**src/rtl/cipo_pkg.sv**
```systemverilog
// Shared constants and types for recovering DDR CIPO words from the 4x oversampled capture.
package cipo_pkg;

    localparam int NUM_SAMPLES = 74;
    localparam int WORD_BITS   = 16;
    localparam int OVERSAMPLE  = 4;
    localparam int MAX_PHASE   = 11;
    localparam int DDR_OFFSET  = 2;
    localparam int OFFSET_BITS = 7;

    typedef logic [NUM_SAMPLES-1:0] oversample_t;
    typedef logic [WORD_BITS-1:0]   cipo_word_t;
    typedef logic [OFFSET_BITS-1:0] sample_offset_t;

    // Phases past MAX_PHASE would push the B word's last sample beyond the capture.
    function automatic logic [3:0] saturate_phase(input logic [3:0] phase);
        if (phase > 4'(MAX_PHASE)) begin
            return 4'(MAX_PHASE);
        end
        return phase;
    endfunction

endpackage

```
**src/rtl/cipo_word_extractor.sv**
```systemverilog
// Picks one 16-bit word out of the oversampled capture: every OVERSAMPLE-th sample from start, MSB first.
module cipo_word_extractor
    import cipo_pkg::*;
(
    input  oversample_t    samples,
    input  sample_offset_t start,
    output cipo_word_t     word
);

    oversample_t shifted;

    // Shifting first keeps all later selects constant and in range.
    always_comb begin
        shifted = samples >> start;
        word    = '0;
        for (int k = 0; k < WORD_BITS; k++) begin
            word[WORD_BITS-1-k] = shifted[OVERSAMPLE*k];
        end
    end

endmodule

```
**src/rtl/cipo_combined_phase_selector.sv**
```systemverilog
// Recovers the A and B DDR register words from one 4x oversampled CIPO line at a selectable phase.
module cipo_combined_phase_selector
    import cipo_pkg::*;
(
    input  logic        clk,
    input  logic        rst,
    input  logic [3:0]  phase_select,
    input  logic [73:0] CIPO4x,
    output logic [31:0] CIPO
);

    logic [3:0]     phase_eff;
    sample_offset_t offset_a;
    sample_offset_t offset_b;
    cipo_word_t     word_a;
    cipo_word_t     word_b;

    always_comb begin
        phase_eff = saturate_phase(phase_select);
        offset_a  = sample_offset_t'(phase_eff);
        offset_b  = offset_a + sample_offset_t'(DDR_OFFSET);
    end

    cipo_word_extractor u_extract_a (
        .samples (CIPO4x),
        .start   (offset_a),
        .word    (word_a)
    );

    // B is sampled half an SCLK period after A.
    cipo_word_extractor u_extract_b (
        .samples (CIPO4x),
        .start   (offset_b),
        .word    (word_b)
    );

    always_ff @(posedge clk or posedge rst) begin
        if (rst) begin
            CIPO <= '0;
        end else begin
            CIPO <= {word_b, word_a};
        end
    end

endmodule

```
**config.mk**
```make
export PLATFORM = sky130hd
export DESIGN_NAME = cipo_combined_phase_selector
export DESIGN_NICKNAME = d
export VERILOG_FILES = /design/src/rtl/cipo_pkg.sv /design/src/rtl/cipo_word_extractor.sv /design/src/rtl/cipo_combined_phase_selector.sv
export SDC_FILE = /design/constraint.sdc
export NUM_CORES = 1
export LEC_CHECK = 0
export ABC_AREA = 0
export CORE_MARGIN = 3
export CORE_UTILIZATION = 35
export DETAILED_ROUTE_END_ITERATION = 8
export GPL_TIMING_DRIVEN = 0
export PLACE_DENSITY = 0.75
export SYNTH_ARGS = -nofsm -noshare
export SYNTH_HDL_FRONTEND = slang
export SYNTH_SLANG_ARGS = --single-unit
```
**constraint.sdc**
```tcl
create_clock -name clk -period 1.03 [get_ports clk]
set_input_delay 0.206 -clock clk [delete_from_list [all_inputs] [get_ports clk]]
set_output_delay 0.206 -clock clk [all_outputs]
set_load 0.02 [all_outputs]
```
# ---- Yosys cells after proc, flatten, opt, wreduce, memory -nomap -nowiden
# Index checks and enable logic that the tools add are counted.
dict set report word_totals {
  reg_bits 32
  input_bits 80
  out_inout_bits 32
  elab_cells 8
}
dict set report op_classes {
  addsub 1
  n_lt_le_gt_ge 1
  shifts 2
  mux 3
}
# op n
set ops {}
lappend ops {{>> shifter 74 x 4 -> 61 bit} 1}
lappend ops {{>> shifter 74 x 5 -> 61 bit} 1}
lappend ops {{two-way mux 4 bit} 2}
lappend ops {{adder 4 x 2 -> 5 bit (second input constant)} 1}
lappend ops {{> comparator 4 bit (second input constant)} 1}
lappend ops {{two-way mux 1 bit} 1}

# ---- Depth between registers and ports, before layout
# Gate-level depths: netlist of the first run.
dict set report depth {
  ltp_word 5
  ltp_mapped 8
  mapped_depth_nobuf 4
}

# ---- By module
# Synthesis of the first run repeated with hierarchy kept, for this count alone.
dict set report unflattened {
  hier_cells 308
  area_unflattened_um2 3642.2
}
# mod instances cells_per_inst area_each_um2 seq_area_each_um2
set modules_own_cells {}
lappend modules_own_cells {cipo_word_extractor 2 133 1388.8 0.0}
lappend modules_own_cells {cipo_combined_phase_selector 1 42 864.6 800.8}

# ---- Worst setup path after synthesis of the first run
# No wires, ideal clock.
dict set report synth_timing {
  kind {input port to flip-flop}
  startpoint {input phase_select[0]}
  endpoint {register CIPO[0]}
  setup_time_ps 122
  arrival_ps 1322
  required_ps 908
  slack_ps -414
  cell_stages 5
  path_buffers 1
  path_cell_list {buf_4 -> a21oi_1 -> mux4_2 -> nor2_1 -> a21oi_1}
}
dict set report synth_via {
  elab_chain_cells 4
}
# item line
set synth_rtl {}
lappend synth_rtl {{start, declared} cipo_combined_phase_selector.sv:7} ;# input logic [3:0] phase_select,
lappend synth_rtl {{> comparator 4 bit} cipo_pkg.sv:17} ;# if (phase > 4'(MAX_PHASE)) begin
lappend synth_rtl {{two-way mux 1 bit} cipo_pkg.sv:17}
lappend synth_rtl {{two-way mux 4 bit *} cipo_pkg.sv:20} ;# return phase;
lappend synth_rtl {{>> shifter 74 x 4 -> 61 bit *} cipo_word_extractor.sv:14} ;# shifted = samples >> start;
lappend synth_rtl {{via u_extract_a.shifted[60]} cipo_word_extractor.sv:10} ;# oversample_t shifted;
lappend synth_rtl {{end signal, assigned} cipo_combined_phase_selector.sv:41} ;# CIPO <= {word_b, word_a};
lappend synth_rtl {{end, declared} cipo_combined_phase_selector.sv:9} ;# output logic [31:0] CIPO
# The timed path passes the listed nets; every way through them passes the cells marked *.

# ---- Final worst setup path of the first run
dict set report layout_timing {
  startpoint {input phase_select[0]}
  endpoint {register CIPO[8]}
}
# Same word-level chain as after synthesis.

==> results.toml, run 1 <==
[synthesis]
ys_seq_area_frac = 0.248
synth.cell_area_sq_mm = 0.00322
postSynthAreaPerCell_sq_um = 9.60
synth_top_cell_by_area = "dfrtp_1"
synth_edf_count = 0
yosysTopAreaCellShare = 0.248
synth.distinct_cells = 50
synth_ff_type = "dfrtp_1"
synth_area_leaders = "dfrtp_1 (25%), mux4_2 (15%), mux2i_1 (6.2%)"
ys_warn_count = 0
syn_nets = 416
ys_seq_elements = 32
ys_async_sr_fraction = 1.00
synth_cells = 336

[clock_network]
ctsHtreeMaxLevel = 2
hold_buffers = 0
cts_buffer_depth = 2
clk_pin_slew_ps = 70
cts_buffers = 5
cts_num_sinks = 32
root_buffer = "clkbuf_8"
cts_tree = "yes"

[critical_path]
worstSetupPathType = "in2reg"
crit_path_start = "phase_select[0]"
required_ps = 1260
cp.arrival_ps = 1560
critPathMaxFanout = 5
crit_path_start_kind = "input pin"
endpoint_kind = "flop"

[floorplanning]
io_pins = 112
fp.dieW_microns = 102
coreArea_sq_mm = 0.00885
die_area_sq_mm = 0.0104
start_util = 0.364
rows = 34
die_h_microns = 102

[grt]
grt_pass1_wl_mm = 24.5
track_usage = 0.312
top_usage_layer = "met2"
grt_max_degree = 33
grt_pass1_vias = 4306
grt.overflow.total = 0
met3_usage = 0.0799
antenna_found_initial = 0
grt_use_met1 = 0.407
grt_use_met2 = 0.487

[outcome]
violations = "negative setup slack"
status = "finished, violations left"

[timing]
drv_slew = 0
rsz0062_at_grt = "yes"
finalCritPeriodShare = 1.30
setup_slack_ps = -307
min_period_ps = 1340
hold_viol = 0
finalSetupViolCount = 32
fmax_mhz = 748
max_slew.worst_pin.slew_ps = 683
slew_headroom = 0.544

[place]
place.gp.congestion = 0.955
dp_hpwl_mm = 10.3
portBuffers = 108
placed_cells = 552

[worst_hold_path]
hold_path_class = "in2async"

[power_and_ir_drop]
switchingPower_mw = 2.17
ir_worst_vdd_mv = 0.408
leakagePower_nw = 2.47
power_frac_seq = 0.256
clkPwrFrac = 0.183
powerDensity_mw_per_mm2 = 910
p_sw_frac = 0.385
power_frac_comb = 0.561
total_power_mw = 5.64
internal_power_mw = 3.47

[route]
wl_per_cell_microns = 28.4
drcViolationCount = 0
vias = 4268
routed_wl_mm = 17.3
dr.pass1.iters = 5
vias_per_cell = 7.00
drtIter0Drc = 564
antenna_left = 0

[layout]
top_regs = "CIPO x32"
antennaDiodeCount = 0
area_growth_syn_to_layout_pct = 92.2
final_layout_size_suffix_gt1_frac = 0.568
fillers = 616
largest_reg_flops = 32
num-nets-final = 581
top_register = "CIPO"
fin_cells = 610

[flow_run]
drv_cap = 0
## layout by cell type, fill, tap and decap left out, types with 4 or more instances in the layout
| master | n |
|---|---|
| a211o_1 | 4 |
| a211oi_2 | 5 |
| a211oi_4 | 4 |
| a21oi_1 | 7 |
| a21oi_2 | 21 |
| and2_1 | 5 |
| buf_12 | 29 |
| buf_16 | 9 |
| buf_2 | 32 |
| buf_4 | 24 |
| buf_6 | 14 |
| buf_8 | 4 |
| clkbuf_2 | 7 |
| clkbuf_8 | 9 |
| clkdlybuf4s15_2 | 9 |
| clkdlybuf4s50_1 | 10 |
| dfrtp_1 | 32 |
| dlygate4sd2_1 | 46 |
| mux2i_1 | 20 |
| mux4_2 | 22 |
| nand2_1 | 11 |
| nand3_2 | 4 |
| nor2_1 | 8 |
| nor2_4 | 4 |
| nor2b_1 | 8 |
| o21a_1 | 8 |
| o21ai_0 | 8 |
| o21ai_1 | 10 |
| o21ai_2 | 7 |
| o221ai_2 | 7 |
| o31ai_2 | 8 |
| o32a_1 | 5 |
| o32ai_2 | 5 |
| o32ai_4 | 9 |
## power by group through the flow
stage | combinational (mW) | clock (mW) | sequential [mW]
after floorplan | 1.04 | 0 | 1.68
after global placement | 2.27 | 0 | 1.47
after detailed placement | 2.28 | 0 | 1.47
after CTS | 2.78 | 1.04 | 1.44
after global routing | 3.26 | 1.12 | 1.45
final | 3.16 | 1.03 | 1.44
## kinds of logic (layout without fill, tap and decap cells)
| family | Yosys count | in the layout | share of synthesized area |
|---|---|---|---|
| and+or+nand+nor | 60 | 60 | 0.0951 |
| AOI/OAI and AO/OA | 153 | 153 | 0.336 |
| DFF | 32 | 32 | 0.248 |
| buffers and inverters | 43 | 209 | 0.0838 |
| muxes | 48 | 48 | 0.237 |
## cells in the mapped netlist, types with 6 or more instances
| cell | count |
|---|---|
| nor2b_1 | 11 |
| mux2i_1 | 20 |
| o21ai_0 | 24 |
| a21oi_1 | 30 |
| buf_6 | 8 |
| o31ai_1 | 10 |
| o221ai_1 | 9 |
| nand3_1 | 6 |
| clkbuf_1 | 11 |
| buf_4 | 7 |
| a211oi_1 | 12 |
| o32ai_1 | 16 |
| nand2_1 | 13 |
| o21a_1 | 8 |
| buf_2 | 9 |
| mux4_2 | 22 |
| dfrtp_1 | 32 |
| o22ai_1 | 9 |
| nor2_1 | 14 |
## per-stage QoR
stage          hold slack (ps)   util  setup WS [ps]  TNS (ps)  cell area, sq um
2_1_floorplan              322      -           -352     -9120              3400
5_1_grt                    360  0.700           -330     -7060              6200
6_report                   359  0.700           -307     -6550              6200
3_5_place_dp               718  0.521          -1210    -58440              4610
3_3_place_gp               711  0.521          -1160    -54790              4610
4_1_cts                    403  0.658           -203     -4470              5830
## timing repair
action / CTS / global route
gates cloned: 10 / 0
resized for setup: 399 / 78
pin swaps: 45 / 39
buffers inserted: 31 / 13
setup endpoints to repair: 96 / 35
## worst max-delay path: stages
cell and delay (ps):
buf_16 120, buf_12 130, a22oi_4 160, buf_12 150, buf_12 110, buf_12 130
o32ai_4 100, o31ai_2 260, and2_1 190
## routing by layer
metal	part of all wire	vias up
li1	-	1703
met1	0.36	2040
met2	0.45	418
met3	0.12	107
met4	0.058	0
met5	0	-
## path summary, 6_finish.rpt
| check | endpoint | slack, ps | cells after the start |
|---|---|---|---|
| max in group asynchronous | CIPO[15]$_DFF_PP0_ | 280 | 2 |
| max | CIPO[8]$_DFF_PP0_ | -310 | 9 |
| min in group clk | CIPO[12]$_DFF_PP0_ | 360 | 3 |
| min | CIPO[9]$_DFF_PP0_ | 360 | 2 |
## layout make-up
class                   count  area, sq um  share of cell area
multi-input cells         261         2970               0.479
repair buffers            159         1610               0.260
flip-flops and latches     32          801               0.129
plain buffers              36          558              0.0900
well taps                 108          135              0.0218
clock buffers               8         90.1              0.0145
inverters                   6         33.8             0.00545
No activity file was read; power rests on OpenSTA's default activity.
==> run 2: changes to the inputs <==
- PLACE_DENSITY: 0.75 -> 0.73
- SLEW_MARGIN: not set -> 25
- SYNTH_HIERARCHICAL: not set -> 1
==> run 2 against run 1 <==
  * Critical path depth is the same
  * Critical endpoint is now CIPO[31]$_DFF_PP0_
  * Non-clock buffer count grew 14
  * The flow still finishes with violations (negative setup slack)
  * Core utilization down 10 points
  * Maximum frequency down 39%
  * Critical path type unchanged
==> results.toml, run 2 <==
[clock_network]
cts_num_sinks = 32
clk_pin_slew_ps = 70
hold_buffers = 0
cts_tree = "yes"
cts_buffer_depth = 2
ctsHtreeMaxLevel = 2
root_buffer = "clkbuf_8"
cts_buffers = 5

[layout]
num-nets-final = 592
area_growth_syn_to_layout_pct = 63.4
final_layout_size_suffix_gt1_frac = 0.501
final_cell_mix = "clkdlybuf4s50_1 (75), mux4_2 (50), buf_4 (47)"
final_common_cell = "clkdlybuf4s50_1"
top_regs = "CIPO x32"
fillers = 800
largest_reg_flops = 32
top_register = "CIPO"
antennaDiodeCount = 0

[floorplanning]
io_pins = 112
die_h_microns = 108
coreArea_sq_mm = 0.00995
rows = 36
die_area_sq_mm = 0.0117
start_util = 0.366
fp.dieW_microns = 108

[synthesis]
synth.distinct_cells = 39
synth_top_cell_by_area = "dfrtp_1"
yosysMostFrequentCell = "mux4_2"
synth.cell_area_sq_mm = 0.00364
yosysTopAreaCellShare = 0.220
synth_cells = 308
postSynthAreaPerCell_sq_um = 11.8
synth_ff_type = "dfrtp_1"
ys_seq_area_frac = 0.220
ys_warn_count = 6
synth_edf_count = 0
ys_async_sr_fraction = 1.00
ys_seq_elements = 32
synth_area_leaders = "dfrtp_1 (22%), mux4_2 (21%), mux4_1 (16%)"
synth_common_cells = "mux4_2 (34), dfrtp_1 (32), mux2i_1 (26)"

[route]
vias = 3706
vias_per_cell = 5.74
drcViolationCount = 0
wl_per_cell_microns = 20.0
antenna_left = 0
dr.pass1.iters = 5
drtIter0Drc = 323
routed_wl_mm = 12.9

[outcome]
violations = "negative setup slack"
status = "finished, violations left"

[critical_path]
required_ps = 1190
critPathMaxFanout = 4
worstSetupPathType = "in2reg"
cp.arrival_ps = 2350
endpoint_kind = "flop"
crit_path_start_kind = "input pin"

[grt]
grt_use_met2 = 0.359
grt_pass1_wl_mm = 19.0
met3_usage = 0.0310
grt.overflow.total = 0
top_usage_layer = "met2"
grt_pass1_vias = 3616
antenna_found_initial = 0
track_usage = 0.207
grt_use_met1 = 0.264
grt_max_degree = 33

[timing]
drv_slew = 0
setup_tns_ps = -30810
hold_viol = 0
finalCritPeriodShare = 2.12
min_period_ps = 2190
setup_slack_ps = -1160
slew_headroom = 0.554
whs_ps = 324
fmax_mhz = 457
rsz0062_at_grt = "yes"
max_slew.worst_pin.slew_ps = 667
finalSetupViolCount = 32

[place]
place.gp.congestion = 0.929
dp_hpwl_mm = 8.77
portBuffers = 111
place_ws_ps = -2170

[flow_run]
drv_cap = 0

[power_and_ir_drop]
ir_worst_vdd_mv = 0.535
leakagePower_nw = 2.53
powerDensity_mw_per_mm2 = 1000

[worst_hold_path]
hold_path_class = "in2async"
[run 2: worst max-delay path by stage]
stage	slack [ps]	start	endpoint	cells past startpoint
after CTS	-1170	phase_select[2]	CIPO[31]$_DFF_PP0_	9
after detailed placement	-2170	phase_select[3]	CIPO[31]$_DFF_PP0_	8
final	-1160	phase_select[3]	CIPO[31]$_DFF_PP0_	9
after global routing	-1170	phase_select[3]	CIPO[31]$_DFF_PP0_	9
after global placement	-2130	phase_select[3]	CIPO[31]$_DFF_PP0_	8
after floorplan	-1200	phase_select[3]	CIPO[15]$_DFF_PP0_	8
[run 2: critical path: stages]
cell     delay [ps]
buf_12          100
a21o_4          220
buf_12          130
buf_4           140
buf_16          130
mux4_2          470
mux4_2          500
and3_4          180
a211o_1         270
[run 2: kinds of logic (layout without fill, tap and decap cells)]
logic type / count (synthesis) / count (layout) / share of synthesized area
other: 1 / 18 / 0.00103
AND/OR/NAND/NOR: 66 / 66 / 0.0907
flip-flops: 32 / 32 / 0.220
multiplexers: 106 / 106 / 0.515
AO/OA/AOI/OAI: 62 / 62 / 0.116
buffers and inverters: 41 / 229 / 0.0581
[run 2: power by group]
group	leakage (nW)	switching [mW]	internal, mW
registers	0.420	0.0323	1.37
clock network	0.0552	0.437	0.717
logic	2.05	1.53	1.88
total	2.53	2.00	3.97
[run 2: stage by stage]
stage	power [mW]	cells	utilization	area, sq um
2_1_floorplan	3.03	325	-	3710
3_3_place_gp	3.90	569	0.501	4990
3_5_place_dp	3.94	569	0.501	4990
4_1_cts	5.57	629	0.568	5660
5_1_grt	6.23	646	0.598	5950
6_report	5.97	646	0.598	5950
[run 2: layout make-up]
type / count / area [sq um] / share of cell area
flip-flops and latches: 32 / 801 / 0.135
repair buffers: 180 / 1630 / 0.274
clock buffers: 6 / 72.6 / 0.0122
inverters: 12 / 61.3 / 0.0103
well taps: 133 / 166 / 0.0280
plain buffers: 29 / 258 / 0.0433
clock inverters: 2 / 35.0 / 0.00588
multi-input cells: 252 / 2930 / 0.492
[run 2: timing repair]
action	4_1_cts	5_1_grt
setup buffers	51	18
gates resized for setup	244	54
cloned	1	0
pin swaps	20	19
endpoints found under the hold margin	0	0
setup endpoints to repair	64	41
[run 2: routing by layer]
| metal | up-vias | part of all wire |
|---|---|---|
| met1 | 1814 | 0.39 |
| met5 | - | 0 |
| met4 | 0 | 0.038 |
| met2 | 232 | 0.50 |
| met3 | 35 | 0.079 |
| li1 | 1625 | - |
==> run 3: changes to the inputs <==
- MAX_ROUTING_LAYER: not set -> met4
- PLACE_DENSITY: 0.73 -> not set
==> run 3 against run 2 <==
  * Routed wire length decreased by 8.5%
  * Die area unchanged
  * Highest routed layer unchanged
  * Sequential power about the same
  * Clock power about the same
  * Largest power group unchanged
  * Design area decreased by 0.92%
  * The run still ends with negative setup slack left
==> results.toml, run 3 (synthesis gave the netlist of run 2 again) <==
[outcome]
status = "finished, violations left"
violations = "negative setup slack"

[timing]
slew_headroom = 0.530
finalSetupViolCount = 32
min_period_ps = 2200
whs_ps = 344
finalCritPeriodShare = 2.14
drv_slew = 0
fmax_mhz = 454
rsz0062_at_grt = "yes"
setup_slack_ps = -1170
setup_tns_ps = -30770
hold_viol = 0
max_slew.worst_pin.slew_ps = 704

[clock_network]
cts_buffers = 5
cts_buffer_depth = 2
clk_pin_slew_ps = 60
cts_num_sinks = 32
root_buffer = "clkbuf_8"
hold_buffers = 0
cts_tree = "yes"
ctsHtreeMaxLevel = 2

[power_and_ir_drop]
power_frac_comb = 0.569
internal_power_mw = 3.94
p_sw_frac = 0.327
power_frac_seq = 0.239
ir_worst_vdd_mv = 0.803
clkPwrFrac = 0.192
powerDensity_mw_per_mm2 = 993
switchingPower_mw = 1.91
leakagePower_nw = 2.48

[route]
vias = 3493
wl_per_cell_microns = 18.4
vias_per_cell = 5.44
drcViolationCount = 0
routed_wl_mm = 11.8
antenna_left = 0
dr.pass1.iters = 4
drtIter0Drc = 250

[floorplanning]
rows = 36
start_util = 0.366
coreArea_sq_mm = 0.00995
fp.dieW_microns = 108
die_area_sq_mm = 0.0117
die_h_microns = 108
io_pins = 112

[place]
dp_hpwl_mm = 8.98
portBuffers = 111
placed_cells = 569
place.gp.congestion = 0.916
place_area_sq_mm = 0.00499

[layout]
top_register = "CIPO"
largest_reg_flops = 32
num-nets-final = 588
antennaDiodeCount = 0
top_regs = "CIPO x32"
final_common_cell = "clkdlybuf4s50_1"
fin_cells = 642
final_layout_size_suffix_gt1_frac = 0.505
design_area_sq_mm = 0.00590
area_growth_syn_to_layout_pct = 61.9
final_cell_mix = "clkdlybuf4s50_1 (75), mux4_2 (54), buf_4 (45)"

[critical_path]
required_ps = 1180
crit_path_start = "phase_select[3]"
worstSetupPathType = "in2reg"
endpoint_kind = "flop"
cp.arrival_ps = 2360
crit_path_start_kind = "input pin"
crit_path_end = "CIPO[31]$_DFF_PP0_"
critPathMaxFanout = 4

[grt]
grt_pass1_wl_mm = 19.1
grt_pass1_vias = 3570
grt_max_degree = 33
grt.overflow.total = 0
antenna_found_initial = 0
track_usage = 0.213

[worst_hold_path]
hold_path_class = "in2async"

[flow_run]
drv_cap = 0
-- run 3: changes by cell type in the layout (fill, tap and decap cells not counted), moves of 4 or more --
cell    delta
buf_8      -4
buf_2      +6
mux4_2     +4
mux4_1     -4
buf_6     -10
-- run 3: power groups by stage --
stage	Clock [mW]	Combinational, mW	Sequential, mW
global placement	0	2.49	1.43
floorplan	0	1.44	1.58
CTS	1.18	2.95	1.40
global route	1.23	3.53	1.41
finish	1.13	3.33	1.40
detailed placement	0	2.52	1.43
-- run 3: cell type report --
| cell class | count | area [sq um] |
|---|---|---|
| Fill cell | 832 | 4060 |
| Multi-Input combinational cell | 252 | 2960 |
| Timing Repair Buffer | 176 | 1570 |
| Sequential cell | 32 | 801 |
| Buffer | 29 | 243 |
| Tap cell | 133 | 166 |
| Clock buffer | 6 | 72.6 |
| Inverter | 12 | 51.3 |
| Clock inverter | 2 | 35.0 |
-- run 3: how the worst min path moves through the flow --
stage / from / to / cells after the start
after detailed placement: rst / CIPO[19]$_DFF_PP0_ / 2
after floorplan: rst / CIPO[0]$_DFF_PP0_ / 1
after CTS: rst / CIPO[19]$_DFF_PP0_ / 2
final: rst / CIPO[17]$_DFF_PP0_ / 2
after global placement: rst / CIPO[17]$_DFF_PP0_ / 2
after global routing: rst / CIPO[2]$_DFF_PP0_ / 2
-- run 3: critical path, stage by stage --
cell	delay, ps
buf_12	100
a21o_4	220
buf_12	130
buf_6	120
buf_16	130
mux4_2	470
mux4_2	520
and3_4	190
a211o_1	270
-- run 3: metrics by stage --
stage / power (mW) / utilization / setup WS (ps)
2_1_floorplan: 3.03 / - / -1200
3_3_place_gp: 3.92 / 0.501 / -2130
3_5_place_dp: 3.94 / 0.501 / -2160
4_1_cts: 5.53 / 0.564 / -1190
5_1_grt: 6.17 / 0.593 / -1210
6_report: 5.86 / 0.593 / -1170
-- run 3: what timing repair did --
action / in CTS / in global routing
resized for setup: 243 / 39
buffers inserted: 43 / 24
cloned: 2 / 0
endpoints found under the setup margin: 64 / 33
pin swaps: 24 / 22
hold endpoints to repair: 0 / 0
-- run 3: metal layers --
layer  vias to the layer above  share of wire  GRT usage
met4                         0          0.017     0.0550
met1                      1730           0.42      0.278
met5                         -              0          -
li1                       1612              -          -
met2                       137           0.51      0.365
met3                        14          0.047     0.0149
